**src/rtl/mips_pkg.sv**
```systemverilog
// Shared types and constants for the MIPS fetch datapath.
package mips_pkg;

  // Fetch-stage control states.
  typedef enum logic [1:0] {
    IDLE  = 2'd0,
    FETCH = 2'd1,
    VALID = 2'd2
  } state_t;

  localparam int          INSTR_W = 32;
  localparam logic [31:0] PC_INC  = 32'd4;

endpackage

```
**src/rtl/pc_next_sel.sv**
```systemverilog
// Next-PC target mux: jump beats branch, branch beats sequential.
// Branch targets are word-aligned by clearing bits [1:0]. misalign flags a
// raw branch sum that was not word-aligned.
module pc_next_sel
  import mips_pkg::*;
(
  input  logic [31:0] pc_plus4,
  input  logic        jump_en,
  input  logic [27:0] jump_addr28,
  input  logic        branch_en,
  input  logic [31:0] branch_off,
  output logic [31:0] next_pc,
  output logic        misalign
);

  logic [31:0] branch_sum;

  assign branch_sum = pc_plus4 + branch_off;

  // Pick the redirect target. The alignment check applies only when the branch is chosen.
  always_comb begin
    next_pc  = pc_plus4;
    misalign = 1'b0;
    if (jump_en) begin
      next_pc = {pc_plus4[31:28], jump_addr28};
    end else if (branch_en) begin
      next_pc  = {branch_sum[31:2], 2'b00};
      misalign = |branch_sum[1:0];
    end
  end

endmodule

```
**src/rtl/pc_fetch_unit.sv**
```systemverilog
// Fetch stage: owns the PC and issues req/ack fetches to instruction memory.
// Each fetched word is held until decode retires it. The redirect inputs are
// looked at only in the retire cycle.
module pc_fetch_unit
  import mips_pkg::*;
#(
  parameter logic [31:0] RESET_PC = 32'h0000_0000,
  parameter int          PC_W     = 32
) (
  input  logic               clk,
  input  logic               rst_n,
  output logic               imem_req,
  output logic [31:0]        imem_addr,
  input  logic               imem_ack,
  input  logic [INSTR_W-1:0] instr_in,
  output logic               instr_valid,
  output logic [INSTR_W-1:0] instr_out,
  output logic [31:0]        pc_out,
  output logic [31:0]        pc_plus4,
  input  logic               stall,
  input  logic               jump_en,
  input  logic [27:0]        jump_addr28,
  input  logic               branch_en,
  input  logic [31:0]        branch_off,
  output logic               align_err
);

  state_t             state_reg;
  state_t             state_next;
  logic [PC_W-1:0]    pc_reg;
  logic [INSTR_W-1:0] instr_reg;
  logic               align_err_reg;
  logic [31:0]        next_pc;
  logic               misalign;
  logic               retire;

  // A held instruction leaves the stage when decode is not stalling.
  assign retire = (state_reg == VALID) && !stall;

  assign pc_plus4    = pc_reg + PC_INC;
  assign pc_out      = pc_reg;
  assign imem_addr   = pc_reg;
  assign imem_req    = (state_reg == FETCH);
  assign instr_valid = (state_reg == VALID);
  assign instr_out   = instr_reg;
  assign align_err   = align_err_reg;

  pc_next_sel u_next_sel (
    .pc_plus4    (pc_plus4),
    .jump_en     (jump_en),
    .jump_addr28 (jump_addr28),
    .branch_en   (branch_en),
    .branch_off  (branch_off),
    .next_pc     (next_pc),
    .misalign    (misalign)
  );

  // State transitions. imem_ack is honoured only while a request is outstanding.
  always_comb begin
    state_next = state_reg;
    case (state_reg)
      IDLE:    state_next = FETCH;
      FETCH:   if (imem_ack) state_next = VALID;
      VALID:   if (!stall) state_next = FETCH;
      default: state_next = IDLE;
    endcase
  end

  // State, PC, instruction capture and the sticky misalignment flag.
  always_ff @(posedge clk or negedge rst_n) begin
    if (!rst_n) begin
      state_reg     <= IDLE;
      pc_reg        <= RESET_PC;
      instr_reg     <= '0;
      align_err_reg <= 1'b0;
    end else begin
      state_reg <= state_next;
      if ((state_reg == FETCH) && imem_ack) begin
        instr_reg <= instr_in;
      end
      if (retire) begin
        pc_reg <= next_pc;
        if (misalign) begin
          align_err_reg <= 1'b1;
        end
      end
    end
  end

endmodule

```
**config.mk**
```make
export PLATFORM = sky130hd
export DESIGN_NAME = pc_fetch_unit
export DESIGN_NICKNAME = d
export VERILOG_FILES = /design/src/rtl/mips_pkg.sv /design/src/rtl/pc_next_sel.sv /design/src/rtl/pc_fetch_unit.sv
export SDC_FILE = /design/constraint.sdc
export NUM_CORES = 1
export LEC_CHECK = 0
export CORE_UTILIZATION = 41
export CTS_CLUSTER_SIZE = 40
export DETAILED_ROUTE_END_ITERATION = 7
export GPL_TIMING_DRIVEN = 1
export PLACE_DENSITY = 0.77
export SLEW_MARGIN = 20
export SYNTH_ARGS = -nofsm -noshare
export SYNTH_HDL_FRONTEND = slang
export SYNTH_HIERARCHICAL = 1
export SYNTH_SLANG_ARGS = --single-unit
```
**constraint.sdc**
```tcl
create_clock -name clk -period 5.2 [get_ports clk]
set_input_delay 1.04 -clock clk [delete_from_list [all_inputs] [get_ports clk]]
set_output_delay 1.04 -clock clk [all_outputs]
set_load 0.01 [all_outputs]
```
==> key figures <==
Outcome
  • Status: completed

STA
  • RSZ-0062 raised after global routing: false
  • Final hold viol count: 0
  • Slew HR: 39.24%
  • Final min period: 4.697 ns
  • Fin. max-slew vios: 0
  • Crit share post-route: 90.32%
  • Setup TNS: 0 ns
  • Final setup fails: 0
  • Worst Tran Pin Value: 0.9114 ns
  • F_max: 212.9 MHz
  • Final Skew: 0.009243 ns

Logic synthesis
  • Post-synth EDFFs: 0
  • Syn avg cell area: 9.369 um2
  • Post-synthesis async set-or-reset flop share: 100.0%
  • #FFs+latches synth: 67
  • Post-synth top flop: dfrtp_1
  • Syn Inst Count: 592
  • Seq/Total Area, Yosys: 30.23%
  • Yosys warning total: 6
  • Post-synthesis cell area: 0.005547 mm2
  • Syn_nets: 723
  • Yosys cell types: 61

Run
  • MaxCap Viol Count: 0

Setup path
  • Setup CP Type: reg2reg
  • CP cell instances: ha_1 -> nand3_1 -> nor4_1 -> nand3_1 -> xnor2_1 -> ha_1 -> inv_1 -> o21bai_1 -> a21o_1 -> a2bb2oi_1 -> o31ai_1 -> a2111oi_2 -> o31ai_2 -> and4bb_1 -> or3_1 -> mux2_2
  • Max incr delay on CP: 0.74 ns
  • Worst R2R Path Depth: 16
  • Crit. End Element: flip-flop
  • Max FO, Critical Path: 7
  • Worst setup SP type: flip-flop
  • CP max-delay cell: nor4_1
  • CP top delay family: simple AND/OR/NAND/NOR gates
  • Buf/Inv on CP: 1
  • CP Depth: 16
  • Arrival time at the worst endpoint: 4.93 ns
  • WP data required: 5.43 ns

Power and ir drop
  • Pwr dens: 616.8 mW/mm2
  • Peak supply drop: 382.6 uV
  • Tot Pwr: 4.969 mW
  • Leak: 3.347 nW

Global routing
  • Initial antenna violation count: 0
  • First-pass GRT wire length: 27610 um
  • Total Routing Usage GR: 25.09%
  • Vias in the first global route: 5383
  • Total grt overflow: 0
  • Largest net degree at the start of global routing: 68

Layout
  • # diodes: 0
  • Leading cell types in the layout, fill and taps excluded: clkdlybuf4s50_1, dfrtp_1, mux2_2
  • Layout cells sized above 1: 13.03%
  • Net count, final: 909
  • Fill cell count: 1125
  • Syn-to-layout area delta: 45.25%
  • Commonest non-fill, non-tap cell in the layout: clkdlybuf4s50_1
  • Post-layout instance area: 0.008056 mm2
  • Fin cells: 959

Routing
  • Drt first pass iters: 5
  • DRC viols: 0
  • DRT iter0 DRCs: 285
  • Antenna-violating nets left: 0
  • Mean number of vias per cell: 5.508
  • Vias after detailed routing: 5282
  • WL/cell: 18.09 um
  • Final WL: 17340 um

CTS
  • Clock transition at path regs: 0.06 ns
  • Root Buffer: clkbuf_16
  • H-tree Lvls: 3
  • CTS Sinks: 67
  • CTS tree: yes
  • Clock Tree Buf Depth: 2
  • Post-CTS setup buffer count: 0
  • Total CTS buffers: 9
  • # hold bufs at CTS: 0
  • Post_cts resized: 0
  • Clk_lat worst skew: 0.35 ns

Floorplan
  • I/O pin cnt: 229
  • Die H: 118.3 um
  • Die area: 0.01400 mm2
  • Initial Utilization: 41.88%
  • Row count: 42
  • Die Width: 118.3 um
  • Core area: 0.01324 mm2

Hold path
  • Hold Crit Class: reg2reg
  • Hold path cells: 1

Placement
  • Placed Cells: 942
  • Placer Congestion: 0.8938
  • Hpwl dp: 12950 um
  • DP Area: 0.007726 mm2
  • Port Buffer Count: 228
[per-layer routing]
metal / vias to the layer above / routed length, um / global-route usage (%)
met5: - / 0 / 0
met4: 0 / 362 / 10.34
met3: 25 / 1258 / 6.033
met2: 222 / 8422 / 42.50
met1: 2533 / 7300 / 30.39
li1: 2502 / - / -
[through the flow]
step	hold WS, ns	utilization, %	setup slack (ns)
final	0.4759	60.84	0.5034
after global routing	0.5069	60.84	0.1453
after CTS	0.4812	60.63	0.5660
after detailed placement	0.4551	58.34	0.6223
after global placement	0.4499	58.34	0.7392
after floorplan	0.4931	-	1.213
[final cells by class]
| type | count | area, um2 | share of cell area [%] |
|---|---|---|---|
| clock buffers | 10 | 229.0 | 2.842 |
| clock inverters | 6 | 73.82 | 0.9163 |
| flip-flops and latches | 67 | 1677 | 20.81 |
| well taps | 176 | 220.2 | 2.733 |
| repair buffers | 232 | 2325 | 28.86 |
| inverters | 16 | 60.06 | 0.7455 |
| multi-input cells | 452 | 3472 | 43.10 |
[worst reg2reg max path, stage by stage, from the launching register on]
cell,delay [ns]
dfrtp_1,0.47
ha_1,0.23
nand3_1,0.21
nor4_1,0.74
nand3_1,0.18
xnor2_1,0.29
ha_1,0.37
inv_1,0.15
o21bai_1,0.10
a21o_1,0.20
a2bb2oi_1,0.13
o31ai_1,0.11
a2111oi_2,0.48
o31ai_2,0.11
and4bb_1,0.19
or3_1,0.36
mux2_2,0.26
[path summary, 6_finish.rpt]
kind                                   start             to  slack (ns)
worst max-delay path            imem_addr[2]  imem_addr[28]        0.50
worst min-delay path               align_err      align_err        0.48
worst max register to register  imem_addr[2]  imem_addr[28]        0.50
worst min register to register     align_err      align_err        0.48
max in group asynchronous              rst_n  imem_addr[29]        3.78
min in group asynchronous              rst_n   imem_addr[7]        0.81
[Yosys cell counts (all sizes together), types with 2 or more instances]
cell type | n | area, um2
and3 | 5 | 31.28
nand2b | 5 | 31.28
a22oi | 6 | 45.04
buf | 42 | 289.0
or3 | 3 | 18.77
xor2 | 18 | 157.7
o21bai | 5 | 37.54
o211ai | 5 | 42.54
or4 | 2 | 22.52
o21ai | 46 | 230.2
nand3 | 11 | 55.05
mux2i | 16 | 160.2
o31ai | 2 | 20.02
inv | 16 | 60.06
dfrtp | 67 | 1677
nor4b | 4 | 35.03
ha | 32 | 400.4
clkbuf | 15 | 56.30
a31oi | 3 | 18.77
a21o | 16 | 121.4
nor2 | 19 | 71.32
nor3 | 10 | 55.05
mux2 | 63 | 709.4
o21a | 3 | 22.52
nand4 | 15 | 130.1
a21oi | 32 | 167.7
xnor2 | 36 | 315.3
nand2 | 50 | 187.7
nor4 | 7 | 43.79
nor2b | 7 | 43.79
a211oi | 7 | 57.55
nor3b | 2 | 15.01
a22o | 2 | 17.52
and4 | 4 | 35.03
[kinds of logic after synthesis]
logic type | synth area share [%]
multiplexers | 15.68
AO/OA/AOI/OAI | 16.11
adder cells (fa/ha/maj) | 7.579
XOR/XNOR | 8.527
AND/OR/NAND/NOR | 14.57
buffers and inverters | 7.309
flip-flops | 30.23
[power breakdown]
part | switching [mW] | leakage (nW) | internal, mW
Clock | 0.258 | 0.148 | 0.377
Combinational | 1.47 | 2.39 | 1.75
Sequential | 0.331 | 0.809 | 0.777
Total | 2.06 | 3.35 | 2.91
(Power assumes the default switching activity.)
==> RTL edit, RTL diff (same flow settings) <==
Encoding of `state_t`: now one-hot (3 bits for 3 states).
--- a/src/rtl/mips_pkg.sv
+++ b/src/rtl/mips_pkg.sv
@@ -2,10 +2,10 @@
 package mips_pkg;
 
   // Fetch-stage control states.
-  typedef enum logic [1:0] {
-    IDLE  = 2'd0,
-    FETCH = 2'd1,
-    VALID = 2'd2
+  typedef enum logic [2:0] {
+    IDLE  = 3'b001,
+    FETCH = 3'b010,
+    VALID = 3'b100
   } state_t;
 
   localparam int          INSTR_W = 32;
Check against the original RTL: no difference found for any inputs over 4 cycles, from zero or initial values and one cycle with rst_n low; so few cycles prove little.
==> RTL edit against the original RTL <==
- worst hold slack worse by 0.014 ns
- synthesized cell count increased by 3.0%
- clock power is 1% lower
- final area increased by 0.95%
- synthesized area up 2.0%
- first-iteration DRC count is 20% lower
- setup slack improved by 0.066 ns
- sequential cell count grew 1
- wire length about the same
- combinational power down 4%
- utilization grew 0.093 points
- clock skew fell by 0.0023 ns
- via count up 0.38%
- total power down 2.9%
- critical endpoint unchanged
- largest power group unchanged
- highest routed layer unchanged
==> RTL edit: results (changes against the original RTL) <==
run status -> completed (unchanged)
Layout non-clock buf frac -> 28.6% (was 28.9%)
leakage power -> 3.44 nW (was 3.35 nW)
Reg area -> 1700 sq um (was 1680 sq um)
final critical path time including I/O delays and setup -> 4.63 ns (was 4.70 ns)
GPL Wtd Cong -> 0.935 (was 0.894)
Via density -> 5.44 (was 5.51)
multi-input combinational gate total -> 459 (was 452)
Placement Cell Area -> 7830 sq um (was 7730 sq um)
clock skew -> 0.00696 ns (was 0.00924 ns)
combinational share of power -> 63.9% (was 64.9%)
most frequent cells after synthesis -> dfrtp_1, mux2_2, nand2_1 (unchanged)
maximum fanout along the worst path -> 8 (was 7)
maximum vdd drop -> 0.000330 V (was 0.000383 V)
layout cells sized above 1 -> 13.4% (was 13.0%)
Sink Count -> 68 (was 67)
Multi-input gate area -> 3510 sq um (was 3470 sq um)
Synth cell types -> 66 (was 61)
global-route wire length before repair -> 27.8 mm (was 27.6 mm)
flop2flop setup slack -> 0.57 ns (was 0.50 ns)
Net Switching -> 0.00199 W (was 0.00206 W)
core area -> 13300 sq um (was 13200 sq um)
Clock buf/inv share -> 3.68% (was 3.76%)
total chip power -> 0.00482 W (was 0.00497 W)
CP Data Arrival Time -> 4.86 ns (was 4.93 ns)
Synth Area in Adders -> 7.43% (was 7.58%)
Fin Hold WS -> 0.462 ns (was 0.476 ns)
Pre-Repair DR Iteration Count -> 6 (was 5)
filler cell count -> 1141 (was 1125)
complex-gate fraction of the synthesized area -> 15.8% (was 16.1%)
Non-Clock Buffer Count -> 234 (was 232)
## RTL edit: cell count changes in the layout (fill, tap and decap cells not counted), sizes merged, moves of 4 or more
cell / before / now
inv: 18 / 24
nand2: 50 / 44
nor2: 19 / 28
nor3: 10 / 15
nor4: 7 / 3
xnor2: 36 / 31
xor2: 18 / 23
## RTL edit: worst max-delay path, cell delays in order (launching register included)
cell and delay, ns:
dfrtp_1 0.48, ha_1 0.28, nand4_1 0.14, or4_1 0.72, nor3_1 0.25, xor2_1 0.31, ha_1 0.38, and3_1 0.21
nand4_1 0.12, a2bb2oi_1 0.16, o31ai_1 0.11, a2111oi_2 0.43, o31ai_2 0.11, and4bb_1 0.19, or3_1 0.36, mux2_2 0.26
## RTL edit: routing by layer
layer  track usage (%)  vias to the layer above  wire (microns)
met4              10.4                        0             395
met2              42.4                      210            8580
li1                  -                     2537               -
met1              28.6                     2529            7040
met3              6.66                       26            1330
met5                 0                        -               0
